## src/rtl/seven_seg_scan_driver_if.sv

```systemverilog
// Display bus between the clock counter core (master) and the seven-segment scan driver (slave).
interface seven_seg_scan_driver_if #(
   parameter int NUM_FIELDS = 2
);
   logic [7*NUM_FIELDS-1:0]  field_bin;
   logic                     update;
   logic [NUM_FIELDS-1:0]    blink_mask;
   logic                     lz_blank;
   logic                     busy;
   logic [14*NUM_FIELDS-1:0] seg_static;
   logic [6:0]               seg_mux;
   logic [2*NUM_FIELDS-1:0]  digit_en;

   modport master (
      output field_bin, update, blink_mask, lz_blank,
      input  busy, seg_static, seg_mux, digit_en
   );

   modport slave (
      input  field_bin, update, blink_mask, lz_blank,
      output busy, seg_static, seg_mux, digit_en
   );
endinterface

```

## src/rtl/seven_seg_scan_driver.sv

```systemverilog
// Sequential binary-to-BCD display driver: shift-add-3 per field, atomic commit with a
// one-deep pending buffer, live blink / leading-zero blanking, static and scanned outputs.
module seven_seg_scan_driver #(
   parameter int NUM_FIELDS = 2,
   parameter int SCAN_DIV   = 50000,
   parameter int BLINK_DIV  = 12500000,
   parameter int ACTIVE_LOW = 1
) (
   input logic clk,
   input logic rst_n,
   seven_seg_scan_driver_if.slave bus
);
   localparam int ND = 2 * NUM_FIELDS;
   localparam int FW = (NUM_FIELDS > 1) ? $clog2(NUM_FIELDS) : 1;
   localparam int DW = $clog2(ND);
   localparam int SW = $clog2(SCAN_DIV);
   localparam int BW = $clog2(BLINK_DIV);
   localparam logic [3:0] CODE_DASH  = 4'hE;
   localparam logic [3:0] CODE_BLANK = 4'hF;
   localparam logic [6:0] SEG_BLANK  = (ACTIVE_LOW != 0) ? 7'h7F : 7'h00;

   typedef enum logic [1:0] {IDLE, CONV, COMMIT} state_t;

   state_t                        state_q, state_d;
   logic [7*NUM_FIELDS-1:0]       shadow, pend_val, restart_val;
   logic                          pending, restart;
   logic [6:0]                    sh_bin;
   logic [7:0]                    bcd;
   logic [8:0]                    bcd_nx;
   logic [FW-1:0]                 fld_idx, nxt_idx;
   logic [2:0]                    bit_cnt;
   logic                          last_step, last_field;
   logic [NUM_FIELDS-1:0][7:0]    stage_bcd;
   logic [NUM_FIELDS-1:0]         stage_ovf;
   logic [ND-1:0][3:0]            disp_code;
   logic [ND-1:0][6:0]            dig_seg;
   logic [SW-1:0]                 scan_cnt;
   logic [DW-1:0]                 scan_idx, scan_nxt;
   logic                          scan_wrap;
   logic [ND-1:0]                 digit_en;
   logic [6:0]                    seg_mux;
   logic [BW-1:0]                 blink_cnt;
   logic                          phase;   // 1 = blinking fields hidden

   function automatic logic [3:0] add3(input logic [3:0] n);
      return (n >= 4'd5) ? n + 4'd3 : n;
   endfunction

   function automatic logic [6:0] glyph(input logic [3:0] c);
      case (c)
         4'd0: glyph = 7'h3F;  4'd1: glyph = 7'h06;  4'd2: glyph = 7'h5B;
         4'd3: glyph = 7'h4F;  4'd4: glyph = 7'h66;  4'd5: glyph = 7'h6D;
         4'd6: glyph = 7'h7D;  4'd7: glyph = 7'h07;  4'd8: glyph = 7'h7F;
         4'd9: glyph = 7'h6F;  CODE_DASH: glyph = 7'h40;
         default: glyph = 7'h00;
      endcase
   endfunction

   // The ninth bit is the hundreds carry of the final step; only values >99 produce it.
   assign bcd_nx      = {add3(bcd[7:4]), add3(bcd[3:0]), sh_bin[6]};
   assign last_step   = (bit_cnt == 3'd6);
   assign last_field  = (fld_idx == FW'(NUM_FIELDS - 1));
   assign nxt_idx     = last_field ? '0 : fld_idx + 1'b1;
   assign restart     = pending | bus.update;
   assign restart_val = bus.update ? bus.field_bin : pend_val;
   assign bus.busy    = (state_q != IDLE);

   always_comb begin
      state_d = state_q;
      case (state_q)
         IDLE:    if (bus.update) state_d = CONV;
         CONV:    if (last_step && last_field) state_d = COMMIT;
         COMMIT:  state_d = restart ? CONV : IDLE;
         default: state_d = IDLE;
      endcase
   end

   always_ff @(posedge clk or negedge rst_n) begin
      if (!rst_n) begin
         state_q   <= IDLE;
         shadow    <= '0;
         pend_val  <= '0;
         pending   <= 1'b0;
         sh_bin    <= '0;
         bcd       <= '0;
         fld_idx   <= '0;
         bit_cnt   <= '0;
         stage_bcd <= '0;
         stage_ovf <= '0;
         disp_code <= {ND{CODE_BLANK}};
      end else begin
         state_q <= state_d;
         case (state_q)
            IDLE: if (bus.update) begin
               shadow  <= bus.field_bin;
               sh_bin  <= bus.field_bin[6:0];
               bcd     <= '0;
               fld_idx <= '0;
               bit_cnt <= '0;
            end
            CONV: begin
               if (bus.update) begin
                  pend_val <= bus.field_bin;
                  pending  <= 1'b1;
               end
               if (last_step) begin
                  stage_bcd[fld_idx] <= bcd_nx[7:0];
                  stage_ovf[fld_idx] <= bcd_nx[8];
                  fld_idx <= nxt_idx;
                  bit_cnt <= '0;
                  sh_bin  <= shadow[nxt_idx*7 +: 7];
                  bcd     <= '0;
               end else begin
                  bit_cnt <= bit_cnt + 3'd1;
                  sh_bin  <= {sh_bin[5:0], 1'b0};
                  bcd     <= bcd_nx[7:0];
               end
            end
            COMMIT: begin
               for (int i = 0; i < NUM_FIELDS; i++) begin
                  disp_code[2*i]   <= stage_ovf[i] ? CODE_DASH : stage_bcd[i][3:0];
                  disp_code[2*i+1] <= stage_ovf[i] ? CODE_DASH : stage_bcd[i][7:4];
               end
               // An update landing on the commit cycle is folded in as the pending value.
               if (restart) begin
                  shadow  <= restart_val;
                  sh_bin  <= restart_val[6:0];
                  bcd     <= '0;
                  fld_idx <= '0;
                  bit_cnt <= '0;
               end
               pending <= 1'b0;
            end
            default: ;
         endcase
      end
   end

   // Blink mask and leading-zero blanking act on the committed codes every cycle.
   always_comb begin
      dig_seg = '0;
      for (int d = 0; d < ND; d++) begin
         dig_seg[d] = glyph(disp_code[d]);
         if ((bus.blink_mask[d/2] && phase) ||
             ((d % 2) == 1 && bus.lz_blank && disp_code[d] == 4'd0))
            dig_seg[d] = 7'h00;
         if (ACTIVE_LOW != 0) dig_seg[d] = ~dig_seg[d];
      end
   end

   assign bus.seg_static = dig_seg;

   assign scan_wrap = (scan_cnt == SW'(SCAN_DIV - 1));
   assign scan_nxt  = !scan_wrap ? scan_idx :
                      (scan_idx == DW'(ND - 1)) ? '0 : scan_idx + 1'b1;

   always_ff @(posedge clk or negedge rst_n) begin
      if (!rst_n) begin
         scan_cnt  <= '0;
         scan_idx  <= '0;
         digit_en  <= ND'(1);
         seg_mux   <= SEG_BLANK;
         blink_cnt <= '0;
         phase     <= 1'b0;
      end else begin
         scan_cnt <= scan_wrap ? '0 : scan_cnt + 1'b1;
         scan_idx <= scan_nxt;
         if (scan_wrap) digit_en <= {digit_en[ND-2:0], digit_en[ND-1]};
         seg_mux  <= dig_seg[scan_nxt];
         if (blink_cnt == BW'(BLINK_DIV - 1)) begin
            blink_cnt <= '0;
            phase     <= ~phase;
         end else begin
            blink_cnt <= blink_cnt + 1'b1;
         end
      end
   end

   assign bus.digit_en = digit_en;
   assign bus.seg_mux  = seg_mux;
endmodule

```

## src/flat_wrapper.sv

```systemverilog
// flat-port wrapper written by rule: the top's interface ports become plain ports
module seven_seg_scan_driver_flat 
#(
   parameter int NUM_FIELDS = 2,
   parameter int SCAN_DIV   = 50000,
   parameter int BLINK_DIV  = 12500000,
   parameter int ACTIVE_LOW = 1
)
  (clk, rst_n, bus_field_bin, bus_update, bus_blink_mask, bus_lz_blank, bus_busy, bus_seg_static, bus_seg_mux, bus_digit_en);
  seven_seg_scan_driver_if #(.NUM_FIELDS(NUM_FIELDS)) bus_i ();
  input logic clk;
  input logic rst_n;
  input wire logic [$bits(bus_i.field_bin)-1:0] bus_field_bin;
  input wire logic [$bits(bus_i.update)-1:0] bus_update;
  input wire logic [$bits(bus_i.blink_mask)-1:0] bus_blink_mask;
  input wire logic [$bits(bus_i.lz_blank)-1:0] bus_lz_blank;
  output wire logic [$bits(bus_i.busy)-1:0] bus_busy;
  output wire logic [$bits(bus_i.seg_static)-1:0] bus_seg_static;
  output wire logic [$bits(bus_i.seg_mux)-1:0] bus_seg_mux;
  output wire logic [$bits(bus_i.digit_en)-1:0] bus_digit_en;
  assign bus_i.field_bin = bus_field_bin;
  assign bus_i.update = bus_update;
  assign bus_i.blink_mask = bus_blink_mask;
  assign bus_i.lz_blank = bus_lz_blank;
  assign bus_busy = bus_i.busy;
  assign bus_seg_static = bus_i.seg_static;
  assign bus_seg_mux = bus_i.seg_mux;
  assign bus_digit_en = bus_i.digit_en;
  seven_seg_scan_driver #(.NUM_FIELDS(NUM_FIELDS), .SCAN_DIV(SCAN_DIV), .BLINK_DIV(BLINK_DIV), .ACTIVE_LOW(ACTIVE_LOW)) u_core (.clk(clk), .rst_n(rst_n), .bus(bus_i));
endmodule
```

## config.mk

```make
export PLATFORM = sky130hd
export DESIGN_NAME = seven_seg_scan_driver_flat
export DESIGN_NICKNAME = d
export VERILOG_FILES = /design/src/rtl/seven_seg_scan_driver_if.sv /design/src/rtl/seven_seg_scan_driver.sv /design/src/flat_wrapper.sv
export SDC_FILE = /design/constraint.sdc
export NUM_CORES = 1
export LEC_CHECK = 0
export ABC_AREA = 1
export CORE_MARGIN = 1
export CORE_UTILIZATION = 32
export DETAILED_ROUTE_END_ITERATION = 8
export SLEW_MARGIN = 20
export SYNTH_ARGS = -nofsm -noshare
export SYNTH_HDL_FRONTEND = slang
export SYNTH_SLANG_ARGS = --single-unit
```

## constraint.sdc

```tcl
create_clock -name clk -period 3.65 [get_ports clk]
set_clock_uncertainty 0.05 [all_clocks]
set_input_delay 0.5475 -clock clk [delete_from_list [all_inputs] [get_ports clk]]
set_output_delay 0.5475 -clock clk [all_outputs]
set_load 0.02 [all_outputs]
```

## Yosys cells after proc, flatten, opt, wreduce, memory -nomap -nowiden

Memories as Yosys holds them, arrays and structs flattened.
Index checks and enable logic that the tools add are counted.

| word-level totals | value |
|---|---|
| input bits | 20 |
| latch bits | 0 |
| bits in writable memories | 0 |
| flip-flop bits (word level) | 138 |
| output and inout port bits | 40 |
| memories kept | 4 |
| bits in read-only memories | 448 |
| word-level logic and storage cells | 126 |

Memories:

| memory | words | bits a word | rd ports | clocked after Yosys merged registers in | wr ports | line | text |
|---|---|---|---|---|---|---|---|
| (no name shown) | 16 | 7 | 1 | 0 | 0 | seven_seg_scan_driver.sv:50 | `case (c)` |
| (no name shown) | 16 | 7 | 1 | 0 | 0 | seven_seg_scan_driver.sv:50 |  |
| (no name shown) | 16 | 7 | 1 | 0 | 0 | seven_seg_scan_driver.sv:50 |  |
| (no name shown) | 16 | 7 | 1 | 0 | 0 | seven_seg_scan_driver.sv:50 |  |

| operators by class | value |
|---|---|
| shifts and indexed selects | 1 |
| bitwise logic cells | 6 |
| muxes and demuxes | 49 |
| div/mod/pow operators | 0 |
| multipliers | 1 |
| magnitude comparators | 5 |
| equality and inequality tests | 11 |
| $add $sub $neg | 7 |
| reductions and logical operators | 21 |

Operators by type and width:

| operator | count |
|---|---|
| 7-bit 2-to-1 mux | 8 |
| 14-bit 2-to-1 mux | 3 |
| 8-bit 2-to-1 mux | 4 |
| 7-bit NOT | 4 |
| 14-bit one-hot mux with 2 select lines | 1 |
| 24-bit by 1-bit adder with 24-bit output (second input constant) | 1 |
| 24-bit == test (second input constant) | 1 |
| 24-bit 2-to-1 mux | 1 |
| 4-bit 2-to-1 mux | 6 |
| 8-bit one-hot mux with 3 select lines | 1 |
| 7-bit one-hot mux with 3 select lines | 1 |
| 16-bit by 1-bit adder with 16-bit output (second input constant) | 1 |
| 16-bit bitwise mux | 1 |
| 16-bit == test (second input constant) | 1 |
| 16-bit 2-to-1 mux | 1 |
| 7-bit binary-select mux with 2-bit select | 1 |
| 14-bit by 5-bit indexed part select with 7-bit output | 1 |
| 3-bit 2-to-1 mux | 3 |
| 3-bit one-hot mux with 3 select lines | 1 |
| 4-bit by 2-bit adder with 4-bit output (second input constant) | 2 |
| 8-bit demux with 1-bit select | 1 |
| 4-bit by 3-bit greater-or-equal comparator with 1-bit output (second input constant) | 2 |
| 4-bit zero test | 2 |
| 2-bit 2-to-1 mux | 4 |
| 28 further kinds | 49 |

## Logic depth before layout (Yosys ltp)

Gate-level depths: netlist of the first run.

| logic depth | value |
|---|---|
| depth in word-level cells | 7 |
| mapped depth | 10 |
| gate-level depth less buffers | 10 |

## Least setup slack after synthesis of the first run

OpenSTA, ideal clock, no wires.

| timing | value |
|---|---|
| path kind | register to output |
| start | register u_core.disp_code[12] (netlist name) |
| end | output port bus_seg_static[21] |
| data arrival time | 1.293 ns |
| data required time | 3.053 ns |
| cell stages (with the launch flop) | 7 |
| buffers on the path | 0 |
| slack | 1.759 ns |
| cells stage by stage | dfstp_2 inv_1 ha_1 nand2_1 o21ai_1 nor2_1 inv_1 |

| on the way | value |
|---|---|
| cells in the longest elaborated chain, start to end | 5 |
| elaborated cells on any way between the ends | 6 |
| those cells by class | mux (1); bitwise (1); reduce/logical (3); memory (1) |

RTL lines:

| what | line | text |
|---|---|---|
| from (decl) | seven_seg_scan_driver.sv:35 | `logic [ND-1:0][3:0] disp_code;` |
| from (signal assigned) | seven_seg_scan_driver.sv:90 | `disp_code <= {ND{CODE_BLANK}};` |
| from (signal, indexed assignment) | seven_seg_scan_driver.sv:121 | `disp_code[2*i] <= stage_ovf[i] ? CODE_DASH : stage_bcd[i][3:0];` |
| from (signal, indexed assignment) | seven_seg_scan_driver.sv:122 | `disp_code[2*i+1] <= stage_ovf[i] ? CODE_DASH : stage_bcd[i][7:4];` |
| branches (longest 3 deep; another with memory read 16 x 7 bit) | -- |  |
| 7-bit 2-to-1 mux * | seven_seg_scan_driver.sv:144 | `if ((bus.blink_mask[d/2] && phase) \|\|` |
| 7-bit NOT * | seven_seg_scan_driver.sv:147 | `if (ACTIVE_LOW != 0) dig_seg[d] = ~dig_seg[d];` |
| to (decl) | flat_wrapper.sv:18 | `output wire logic [$bits(bus_i.seg_static)-1:0] bus_seg_static;` |

Every way passes the cells marked *.

## Worst setup path in the final report of the first run

| timing | value |
|---|---|
| start | register u_core.disp_code[13] (netlist name) |
| end | output port bus_seg_static[21] |

Same word-level chain as after synthesis.

==> run metrics, run 1 <==
status=completed; WL final=approximately 17 mm; Via Count=~6400; Yosys cell types=between 40 and 50; Core ar.=23700 um2; Die H=158 um; largest net degree at the start of global routing=~100; post-synthesis sequential area ratio=0.446; setup slack, reg-to-reg=1.52 ns; GR Layer Usage met3=0.0359; initial drt markers=between 300 and 400; dpl hpwl=12.5 mm; CTS tree=built; final hold vios=0; layout cells sized above 1=0.0985; initial core utilization=0.330; pwr dens=approximately 750 nW/um2; post-synthesis register bit count=about 140; DR WL/cell=about 12 um; Design Area, Final=approximately 9400 um2; first-pass GRT wire length=30.1 mm; f_max=approximately 330 MHz; vias in the first global route=6287; Startpoint Class=flip-flop; IO Port Bufs=59; Mapped Nets=1062; area grow syn2layout=20.5%; cts hold-fix bufs=0; worst min-delay path category=primary input to async pin; Clock Sink Count=138; Clk Latency, worst-skew pair=0.42 ns; Setup Fix Bufs, Post-CTS=0; first-pass iteration count of the detailed router=4; Mapped Cells=1011; setup TNS=0 ns; Setup Crit Path Kind=flip-flop to primary output; unrepaired setup endpoints after global routing=no; I/O pin cnt=60; final critical-path required period=about 3.0 ns; ANT cells=0; met1 Track Usage GR=0.198; setup ws final=0.647 ns; endpoint class of the critical path=primary output; CP Data Arrival Time=between 2 and 2.5 ns; Data required, critical path=between 3 and 4 ns; Setup WS pre-CTS=between 0.7 and 0.8 ns; DRC Markers=0; Overall Power=7.06 mW; max-slew violation count=0; worst-case clock buffer depth=2; Worst-path clk slew=0.06 ns; reg2reg path depth=8; CTS resizes=0; RD Place Congestion=between 0.8 and 0.9; grt total ovfl=0; mean post-synth cell area=7.73 um2; DRT antenna net count=0; row count=56; fin util=0.397; placed cell area=~8700 um2; VDD IR-drop max=~0.56 mV; CTS Buf Count=17; Max-Slew Margin vs Limit=0.380; Die W=158 um; Max Cap Violations=0; busiest grt layer=met2; Ys Warns=0; Final Cycle Share=0.823; GRT Total Usage=0.151; root buffer cell=clkbuf_16; nets=1124; Die Area=25000 um2; Final setup viols=0; synthesized area=7810 um2; CTS HTree Levels=4; initial antenna violation count=0; Worst-Margin Slew=around 0.93 ns; LEAKAGE=4.60 nW; global-route track usage on met2=0.247; worst-path fanout max=7; vias per cell=around 4.6
-- report_power, final --
part	total, mW	leakage (nW)	switching [mW]	internal, mW
registers	2.18	1.74	0.222	1.95
clock network	2.03	0.329	0.665	1.37
logic	2.85	2.54	1.71	1.15
-- cell type report --
cell class / instances / area [um2]
fillers: 2448 / 14300
multi-input cells: 708 / 3650
flip-flops and latches: 138 / 3480
repair buffers: 64 / 642
inverters: 144 / 541
clock buffers: 19 / 443
well taps: 319 / 399
clock inverters: 13 / 248
-- final timing paths --
kind | startpoint | endpoint
worst min register to register | u_core.blink_cnt[0] | u_core.blink_cnt[0]
worst min-delay path | rst_n | u_core.stage_bcd[7]
min in group clk | u_core.blink_cnt[0] | u_core.blink_cnt[0]
worst max register to register | u_core.state_q[0] | u_core.bcd[1]
worst max-delay path | u_core.disp_code[13] | bus_seg_static[21]
max in group asynchronous | rst_n | u_core.pend_val[12]
-- stage by stage --
step / hold slack, ns / cells
after floorplan: 0.202 / 1011
after global placement: 0.400 / 1373
after detailed placement: 0.402 / 1373
after CTS: 0.234 / 1405
after global routing: 0.282 / 1405
final: 0.192 / 1405
-- critical path, stage by stage (launching register included) --
cell and delay [ns]:
dfstp_2 0.37, inv_1 0.15, ha_1 0.17, nand2_1 0.08, o21ai_1 0.40, nor2_1 0.14, inv_1 0.08, clkdlybuf4s50_1 0.60
-- routing by layer --
metal / part of all wire / wire length [um]
met1: 0.50 / 8620
met2: 0.45 / 7840
met3: 0.038 / 653
met4: 0.015 / 255
met5: 0 / 0
-- registers in the layout, indices dropped and copies added (netlist names), 3 cells and up --
name                 flops
u_core.blink_cnt        24
u_core.disp_code        16
u_core.scan_cnt         16
u_core.stage_bcd        16
u_core.pend_val         14
u_core.shadow           14
u_core.bcd               8
u_core.bus.seg_mux       7
u_core.sh_bin            7
u_core.bus.digit_en      4
u_core.bit_cnt           3
-- cell usage after synthesis (all sizes together) --
| cell type | number | share of area |
|---|---|---|
| o211ai | 8 | 0.0077 |
| a211oi | 2 | 0.0019 |
| o211a | 1 | 0.0013 |
| dfrtp | 114 | 0.37 |
| nand2b | 1 | 0.00080 |
| ha | 31 | 0.050 |
| o21ai | 100 | 0.068 |
| nand2 | 247 | 0.12 |
| a21oi | 39 | 0.025 |
| o21bai | 2 | 0.0019 |
| nor2 | 132 | 0.069 |
| nand3b | 1 | 0.00096 |
| a22oi | 6 | 0.0058 |
| nand3 | 76 | 0.052 |
| xor2 | 17 | 0.019 |
| nor3 | 13 | 0.013 |
| buf | 16 | 0.015 |
| inv | 144 | 0.069 |
| o21ba | 1 | 0.0013 |
| nand4 | 12 | 0.0096 |
| a31oi | 1 | 0.00080 |
| dfstp | 24 | 0.081 |
| xnor2 | 4 | 0.0045 |
| or2 | 1 | 0.0011 |
| and3 | 2 | 0.0016 |
| o22ai | 9 | 0.0072 |
| nor3b | 2 | 0.0019 |
| clkbuf | 5 | 0.0024 |
-- kinds of logic (layout without fill, tap and decap cells) --
family                     after synthesis  after routing  synth area share
and+or+nand+nor                        487            487             0.273
DFF                                    138            138             0.446
buffers and inverters                  165            240            0.0862
xor gates and xnor gates                21             21            0.0235
AOI/OAI and AO/OA                      169            169             0.121
adders and majority gates               31             31            0.0497
-- cell usage in the layout (no fill, tap or decap), types with 8 or more instances in the layout --
cell | netlist | layout
nor2_1 | 120 | 120
xor2_1 | 17 | 17
o211ai_1 | 8 | 8
inv_1 | 135 | 135
o21ai_0 | 81 | 81
nand2_1 | 238 | 238
o22ai_1 | 9 | 9
ha_1 | 31 | 31
dfstp_2 | 24 | 24
dfrtp_1 | 114 | 114
o21ai_1 | 14 | 14
inv_2 | 9 | 9
clkbuf_16 | 0 | 17
a21oi_1 | 39 | 39
clkdlybuf4s50_1 | 0 | 58
nor2_2 | 9 | 9
nand4_1 | 12 | 12
nand3_1 | 73 | 73
Power figures use the tool's default switching activity.
==> inputs of run 2 (changes only) <==
clock period = 2.95 ns   (was 3.65 ns; I/O delays follow)
==> run 2 against run 1 <==
Combinational power increased by 24%. Register-to-register slack got worse by 0.66 ns. Non-clock buffer count increased by 4. Critical path depth increased by 1. Worst hold slack improved by 0.22 ns. Sequential cell count unchanged. Global-route usage increased by 0.050 points. Utilization increased by 0.12 points. Design area increased by 0.29%. Setup slack got worse by 0.49 ns. Critical path type unchanged. Critical endpoint is now bus_seg_static[27]. Largest cell class unchanged.
==> run metrics, run 2 (same netlist as run 1, synthesis figures left out) <==
setup TNS=0 ns; Startpoint Class=flip-flop; RR Endpoint=u_core.stage_ovf[1]; max reg flops=24; IO Port Bufs=59; Max Cap Violations=0; worst setup path start=u_core.disp_code[12]; final hold vios=0; register area=3480 um2; Max-Slew Margin vs Limit=0.648; vias in the first global route=6289; fillcell total=2479; grt total ovfl=0; CTS Buf Count=17; area grow syn2layout=20.8%; first-pass GRT wire length=30.2 mm; worst hold endpoint=u_core.scan_cnt[0]; first-pass iteration count of the detailed router=5; ANT cells=0; DR WL met2=7.99 mm; Final Cycle Share=0.945; VDD IR-drop max=0.531 mV; WL final=17.5 mm; DRC Markers=0; cell mode on critical path=inv_1; Combinational Power Share=0.408; unrepaired setup endpoints after global routing=no; Placed Cells=1376; fin util=0.398; clock power share=0.281; DR WL/cell=around 12 um; worst-path fanout max=4; dpl hpwl=12.8 mm; Crit-path slowest cell=clkdlybuf4s50_1; Clk Latency, worst-skew pair=0.42 ns; Psw=3.25 mW; Finished Layout Cells=1409; Die W=158 um; Overall Power=8.68 mW; max-slew violation count=0; Data required, critical path=2.46 ns; Die Area=roughly 25000 um2; Clock Sink Count=between 100 and 150; RD Place Congestion=0.862; initial drt markers=354; row count=56; Setup Crit Path Kind=flip-flop to primary output; Worst-Margin Slew=0.528 ns; slowest stage delay, CP=0.59 ns; DRT antenna net count=0; endpoint class of the critical path=primary output; CTS HTree Levels=4; status=completed; CTS tree=built; Hold Crit Depth=1; vias per cell=4.61; CP Data Arrival Time=2.30 ns; worst r2r src=u_core.state_q[1]; Final setup viols=0; GRT Total Usage=0.152; root buffer cell=clkbuf_16; met3 WL=690 um; initial antenna violation count=0; setup slack, reg-to-reg=0.86 ns; Setup WS pre-CTS=0.235 ns; Top Metal Used=met4; sequential share of power=0.311; most common cell after layout, fill and taps aside=nand2_1; nets=1128; Die H=158 um; f_max=approximately 360 MHz; setup ws final=0.161 ns; Biggest register=u_core.blink_cnt; largest net degree at the start of global routing=slightly below 60; Core ar.=roughly 24000 um2; Worst-path clk slew=0.06 ns; worst-case clock buffer depth=2; Design Area, Final=9440 um2; final critical-path required period=between 2 and 3 ns; Hold Startpoint=u_core.scan_cnt[0]; worst min-delay path category=flip-flop to flip-flop; pwr dens=a little over 900 nW/um2; LEAKAGE=4.65 nW; most frequent cells in the layout=nand2_1, inv_1, nor2_1; Internal=5.43 mW; I/O pin cnt=60; placed cell area=8740 um2; initial core utilization=0.330; wl on met1=about 8.5 mm; reg2reg path depth=6; layout cells sized above 1=0.104; multi-input logic area=3660 um2; switching share of power=0.375; Via Count=approximately 6500; final hold slack=approximately 0.4 ns; CP cell instances=inv_1, ha_1, nand2_1, nand3_1, o21ai_1, nor2_1, inv_1, clkdlybuf4s50_1
-- run 2: cell types whose count changed in the layout (fill, tap and decap cells not counted), sizes merged --
cell	delta
buf	+3
bufinv	-1
clkbuf	-2
clkdlybuf4s50	-3
clkinv	+2
clkinvlp	-1
dlygate4sd3	+1
dlymetal6s2s	+3
inv	+2
-- run 2: per-layer routing --
layer	global-route usage	vias up
met5	0	-
met4	0.0485	0
met2	0.247	131
met1	0.202	2970
li1	-	3371
met3	0.0301	23
-- run 2: power by group through the flow --
stage	Combinational (mW)	Sequential, mW	Clock (mW)
detailed placement	3.55	2.72	0
global route	4.00	2.76	2.57
floorplan	2.26	2.70	0
finish	3.54	2.70	2.44
global placement	3.51	2.71	0
CTS	3.56	2.70	2.50
-- run 2: worst max-delay path by stage --
| stage | to | slack [ns] |
|---|---|---|
| after detailed placement | bus_seg_static[21] | 0.23 |
| final | bus_seg_static[27] | 0.16 |
| after global placement | bus_seg_static[21] | 0.30 |
| after floorplan | bus_seg_static[21] | 1.16 |
| after CTS | bus_seg_static[22] | 0.05 |
| after global routing | bus_seg_static[14] | 0.001 |
-- run 2: final cells by class --
type | count | share of cell area
clock buffers | 17 | 0.0451
clock inverters | 15 | 0.0260
inverters | 144 | 0.0573
multi-input cells | 708 | 0.388
flip-flops and latches | 138 | 0.369
well taps | 319 | 0.0423
repair buffers | 68 | 0.0723
-- run 2: repair_timing --
item / in CTS / in global routing
hold buffers: 1 / 0
setup buffers: 0 / 0
gates resized for setup: 0 / 8
endpoints found under the hold margin: 35 / 0
endpoints found under the setup margin: 0 / 15
-- run 2: critical path: cells and delay by family, from the launching register on --
family                   cells  cell delay, ns
buffers and inverters        3            0.74
AO/OA/AOI/OAI                1            0.11
adder cells (fa/ha/maj)      1            0.22
flip-flops                   1            0.55
AND/OR/NAND/NOR              3            0.24
